--- src/rtl/sdram_pkg.sv ---
// Shared definitions for the SDRAM arbiter and the SDRAM controller.
// Holds the bus widths, the controller command encoding and the arbiter state encoding.
package sdram_pkg;

  localparam int unsigned ADDR_W = 22;
  localparam int unsigned DATA_W = 16;

  // Command to the controller; encoding 3 is reserved and never driven.
  typedef enum logic [1:0] {
    CMD_NONE  = 2'd0,
    CMD_WRITE = 2'd1,
    CMD_READ  = 2'd2
  } cmd_e;

  typedef enum logic {
    ST_IDLE = 1'b0,
    ST_BUSY = 1'b1
  } arb_state_e;

endpackage

--- src/rtl/sdram_arbiter_picker.sv ---
// round_robin_picker: combinational round-robin selector.
// Ports:
//   request      - per-port request vector
//   last_granted - index of the most recent grant; the search starts one past it
//   valid        - some request bit is set
//   index        - first requesting port at or after last_granted+1 (wrapping)
module round_robin_picker #(
  parameter int unsigned NUM_PORTS = 4,
  parameter int unsigned IW        = $clog2(NUM_PORTS)
) (
  input  logic [NUM_PORTS-1:0] request,
  input  logic [IW-1:0]        last_granted,
  output logic                 valid,
  output logic [IW-1:0]        index
);

  int unsigned pos;

  // Walk offsets 1..NUM_PORTS so last_granted itself is checked last.
  always_comb begin
    valid = 1'b0;
    index = '0;
    pos   = 0;
    for (int unsigned i = 1; i <= NUM_PORTS; i++) begin
      pos = (32'(last_granted) + i) % NUM_PORTS;
      if (!valid && request[IW'(pos)]) begin
        valid = 1'b1;
        index = IW'(pos);
      end
    end
  end

endmodule

--- src/rtl/sdram_arbiter.sv ---
// sdram_arbiter: round-robin arbiter giving NUM_PORTS requesters access to one SDRAM controller.
// Ports:
//   clk, reset                 - clock, synchronous active-high reset
//   req/req_write/req_address/req_data - per-port request, op (1=write), address, write data
//   ack, error                 - per-port one-cycle completion / timeout pulses
//   read_data                  - data of the last completed read, valid with its ack
//   command, data_address, data_write - request to the controller (0 none, 1 write, 2 read)
//   data_read, data_read_valid, data_write_done - controller responses
module sdram_arbiter
  import sdram_pkg::*;
#(
  parameter int unsigned NUM_PORTS      = 4,
  parameter int unsigned TIMEOUT_CYCLES = 1024
) (
  input  logic                              clk,
  input  logic                              reset,
  input  logic [NUM_PORTS-1:0]              req,
  input  logic [NUM_PORTS-1:0]              req_write,
  input  logic [NUM_PORTS-1:0][ADDR_W-1:0]  req_address,
  input  logic [NUM_PORTS-1:0][DATA_W-1:0]  req_data,
  output logic [NUM_PORTS-1:0]              ack,
  output logic [DATA_W-1:0]                 read_data,
  output logic [NUM_PORTS-1:0]              error,
  output logic [1:0]                        command,
  output logic [ADDR_W-1:0]                 data_address,
  output logic [DATA_W-1:0]                 data_write,
  input  logic [DATA_W-1:0]                 data_read,
  input  logic                              data_read_valid,
  input  logic                              data_write_done
);

  localparam int unsigned IW = $clog2(NUM_PORTS);
  localparam int unsigned TW = $clog2(TIMEOUT_CYCLES);

  arb_state_e  state;
  logic [IW-1:0] last_granted;
  logic [IW-1:0] owner;
  logic          hold_write;
  logic [TW-1:0] timer;

  logic          pick_valid;
  logic [IW-1:0] pick_index;
  logic          done_c;

  round_robin_picker #(
    .NUM_PORTS (NUM_PORTS),
    .IW        (IW)
  ) u_picker (
    .request      (req),
    .last_granted (last_granted),
    .valid        (pick_valid),
    .index        (pick_index)
  );

  // Only the completion pulse matching the latched op counts.
  assign done_c = hold_write ? data_write_done : data_read_valid;

  // Arbiter FSM. data_address/data_write double as the holding registers.
  // No grant while ack/error is high: the finishing owner still shows req in that cycle.
  always_ff @(posedge clk) begin
    if (reset) begin
      state        <= ST_IDLE;
      command      <= CMD_NONE;
      ack          <= '0;
      error        <= '0;
      read_data    <= '0;
      data_address <= '0;
      data_write   <= '0;
      timer        <= '0;
      last_granted <= IW'(NUM_PORTS - 1);
      owner        <= '0;
      hold_write   <= 1'b0;
    end else begin
      ack   <= '0;
      error <= '0;
      case (state)
        ST_IDLE: begin
          command <= CMD_NONE;
          if (pick_valid && ack == '0 && error == '0) begin
            state        <= ST_BUSY;
            owner        <= pick_index;
            last_granted <= pick_index;
            hold_write   <= req_write[pick_index];
            command      <= req_write[pick_index] ? CMD_WRITE : CMD_READ;
            data_address <= req_address[pick_index];
            data_write   <= req_data[pick_index];
            timer        <= '0;
          end
        end
        ST_BUSY: begin
          // Completion takes precedence over a coincident timeout.
          if (done_c) begin
            ack[owner] <= 1'b1;
            command    <= CMD_NONE;
            state      <= ST_IDLE;
            if (!hold_write) begin
              read_data <= data_read;
            end
          end else if (timer == TW'(TIMEOUT_CYCLES - 1)) begin
            error[owner] <= 1'b1;
            command      <= CMD_NONE;
            state        <= ST_IDLE;
          end else begin
            timer <= timer + TW'(1);
          end
        end
        default: begin
          state   <= ST_IDLE;
          command <= CMD_NONE;
        end
      endcase
    end
  end

endmodule
--- config.mk ---
export PLATFORM = sky130hd
export DESIGN_NAME = sdram_arbiter
export DESIGN_NICKNAME = d
export VERILOG_FILES = /design/src/rtl/sdram_pkg.sv /design/src/rtl/sdram_arbiter_picker.sv /design/src/rtl/sdram_arbiter.sv
export SDC_FILE = /design/constraint.sdc
export NUM_CORES = 1
export LEC_CHECK = 0
export ABC_AREA = 1
export CORE_MARGIN = 2
export CORE_UTILIZATION = 37
export CTS_CLUSTER_SIZE = 25
export DETAILED_ROUTE_END_ITERATION = 6
export GPL_TIMING_DRIVEN = 0
export HOLD_SLACK_MARGIN = 0.15
export PLACE_DENSITY = 0.77
export SLEW_MARGIN = 10
export SYNTH_ARGS = -nofsm -noshare
export SYNTH_HDL_FRONTEND = slang
export SYNTH_SLANG_ARGS = --single-unit
--- constraint.sdc ---
create_clock -name clk -period 1.7 [get_ports clk]
set_input_delay 0.34 -clock clk [delete_from_list [all_inputs] [get_ports clk]]
set_output_delay 0.34 -clock clk [all_outputs]
set_load 0.05 [all_outputs]
==> key figures <==
Flow run
  • Max-Cap Viols: 0

Finish
  • Fin util: 68.37%
  • Share of cells above drive strength 1: 18.16%
  • Commonest non-fill, non-tap cells in the layout: 175 x clkdlybuf4s50_1, 169 x nand2_1, 156 x inv_1
  • Layout Nets: 1,283
  • Fillers: 1,130
  • N_diodes: 0
  • Multi-input logic area: 2962 um^2
  • Area Overhead vs Synth: 80.27%
  • FF/Latch Area: 1610 um^2
  • Most common cell after layout, fill and taps aside: clkdlybuf4s50_1

Setup path
  • Worst r2r src: last_granted[0]$_SDFFE_PP1P_
  • Crit path kind: register to register
  • R2R Path End: data_address[13]$_SDFFE_PP0P_
  • WP data required: just under 2000 ps
  • R2R depth: 16
  • Worst Setup End Kind: register
  • Worst R2R Setup Slack: -380 ps
  • CP Max Fanout: 8
  • CP Launch Type: register
  • Arr. time, crit path: 2310 ps

Floorplanning
  • Number of top-level pins: 244
  • Core Area: 13,300 um^2
  • Chip height: 120.7 um
  • Die W: 120.7 um
  • Die Area: about 15,000 um^2
  • FP Rows: 42
  • Initial Utilization: 37.93%

Pwr
  • Worst VDD drop: 0.001281 V
  • Pwr Density: 2384 nW/um^2
  • Leak: 4.566 nW
  • Power Total: around 22 mW

Detailed routing
  • Post-DR wirelength/cell: ~15 um
  • TritonRoute pass-1 iters: 5
  • Drt total wl: 19,130 um
  • Total number of vias: 6,167
  • Vias per inst: 4.807
  • Initial DRC count: 290
  • Detailed-route DRC error count: 0
  • ANT nets after route: 0

Placed design
  • Final GP Congestion: ~0.87
  • Pre-CTS setup slack: -797.6 ps
  • Hpwl dp: 13,150 um
  • I/O Buffers: between 200 and 250

Synthesis
  • Top FF cell, synth: dfxtp_1
  • Top post-synthesis cells by area: dfxtp_1 32%, nand2_1 16%, inv_1 12%
  • Synth cell types: 31
  • Post-Syn Area: 5042 um^2
  • Leading area contributor after synthesis: dfxtp_1
  • Yosys top cell area share: 31.76%
  • Register area share after synthesis: approximately a third
  • Synth Area per Inst: between 6 and 7 um^2
  • Seq cells post-synth: 80
  • Post-synth EDFFs: 0
  • Synth Warn #: 0
  • Post-Syn Instances: 809
  • Post-synth ARST share: 0%
  • Synthesized net count: 990

Global route
  • Number of global-route vias before repair: 5,790
  • Total gr overflow: 0
  • Initial antenna violation count: 0
  • Total GRT Usage: 25.42%
  • First-pass GRT wire length: approximately 30,000 um
  • Largest net degree at the start of global routing: 16

Outcome
  • Status: finished with violations
  • Failing checks: setup timing

Clock network
  • CTS buffer count: 9
  • CTS H-tree depth: 3
  • Clock root buffer: clkbuf_16
  • CTS Sinks: 80
  • Clock Latency Late Sink: roughly 340 ps
  • Max Root-Sink Buffers: 2
  • TritonCTS clock tree: yes
  • Clock transition at the registers of the reported paths: 60 ps

Timing
  • RSZ-0062 raised after global routing: yes
  • Setup Skew: 9.748 ps
  • Slew Limit Headroom: slightly above 60%
  • Final max-slew violation count: 0
  • Fmax: a little under 0.5 GHz
  • Tcrit/Tclk final: 122.2%
  • Hold Vio Cnt, Final: 0
  • Measured slew at the worst slew-check pin: 583.0 ps
  • Tmin final: 2077 ps
  • Final setup margin: -377.0 ps
  • Endpoints failing setup: 56

Min path
  • Worst hold path type: register to register
  • Hold endpoint: read_data[4]$_SDFFE_PP0P_
  • Hold path depth: 2
  • Hold Crit Start: read_data[4]$_SDFFE_PP0P_
## through the flow
stage	area [um^2]	hold slack, ps	std cells	TNS [ps]
final	9090	439.1	1283	-15560
after global routing	9090	459.2	1283	-22340
after CTS	8732	442.9	1274	-14770
after detailed placement	7719	435.8	1228	-37610
after global placement	7719	431.8	1228	-36440
after floorplan	5066	436.6	809	-1483
## critical path: stages, from the launching register on
cell      delay [ps]
dfxtp_4          420
inv_8             70
nand2_2           90
nand2_4           70
nand2_2           70
nand2_4           70
nor2_4           180
nand3_4          120
nand3_4          160
buf_12           190
buf_12           120
buf_16           120
nand2_2           50
o211ai_2          50
nand3_1           80
nand2_1           70
inv_1             30
## cell usage after synthesis, types with 2 or more instances
master    number
nand2_1      210
inv_1        159
nor2_1        90
dfxtp_1       80
o21ai_0       59
nand3_1       54
o211ai_2      30
a21oi_1       29
buf_2         16
clkbuf_1      14
nor3_1        13
o211ai_1      10
buf_6          9
nand2_2        7
nand4_1        5
inv_2          4
buf_1          3
a211oi_1       2
nand3_4        2
xor2_1         2
## registers in the layout, summed over array words and instances (netlist names)
name and count:
data_address 22, last_granted 2, timer 10, data_write 16, ack 4, command 2, error 4, state 1
hold_write 1, read_data 16, owner 2
## worst max path at each step
stage	startpoint	end	slack, ps
floorplan	last_granted[0]$_SDFFE_PP1P_	data_address[20]$_SDFFE_PP0P_	-50
global placement	req[2]	data_address[12]$_SDFFE_PP0P_	-760
detailed placement	req[2]	data_address[13]$_SDFFE_PP0P_	-800
CTS	last_granted[0]$_SDFFE_PP1P_	data_address[18]$_SDFFE_PP0P_	-370
global route	last_granted[0]$_SDFFE_PP1P_	data_address[13]$_SDFFE_PP0P_	-510
finish	last_granted[0]$_SDFFE_PP1P_	data_address[13]$_SDFFE_PP0P_	-380
## per-layer routing
metal | up-vias | track usage (%) | routed length (um)
met5 | - | 0 | 0
met2 | 271 | 45.06 | 9615
met1 | 2745 | 29.24 | 7375
met4 | 0 | 9.375 | 557
li1 | 3104 | - | -
met3 | 47 | 6.651 | 1575
## timing repair
action                                  CTS  global route
endpoints found under the setup margin  120            60
gates resized for setup                 195            85
pin swaps                                23            25
buffers inserted                         19             9
hold buffers                              0             0
cloned                                   12             2
## kinds of logic after synthesis
group	synth area share (%)
compound gates	18.39
xor+xnor	0.3475
fa+ha+maj	0.2481
buf+inv	17.27
flops	31.76
simple gates	31.99
## cell type report
type	count	share of cell area [%]
Tap cell	176	2.423
Clock buffer	9	2.478
Multi-Input combinational cell	524	32.58
Timing Repair Buffer	282	31.84
Inverter	164	7.103
Clock inverter	7	1.129
Buffer	41	4.735
Sequential cell	80	17.72
## report_power, final
group | leakage, nW | internal (mW) | switching (mW)
combinational | 3.74 | 7.25 | 9.48
sequential | 0.660 | 2.46 | 0.331
clock | 0.162 | 1.31 | 0.843
total | 4.57 | 11.0 | 10.7
No activity file was read; power rests on OpenSTA's default activity.
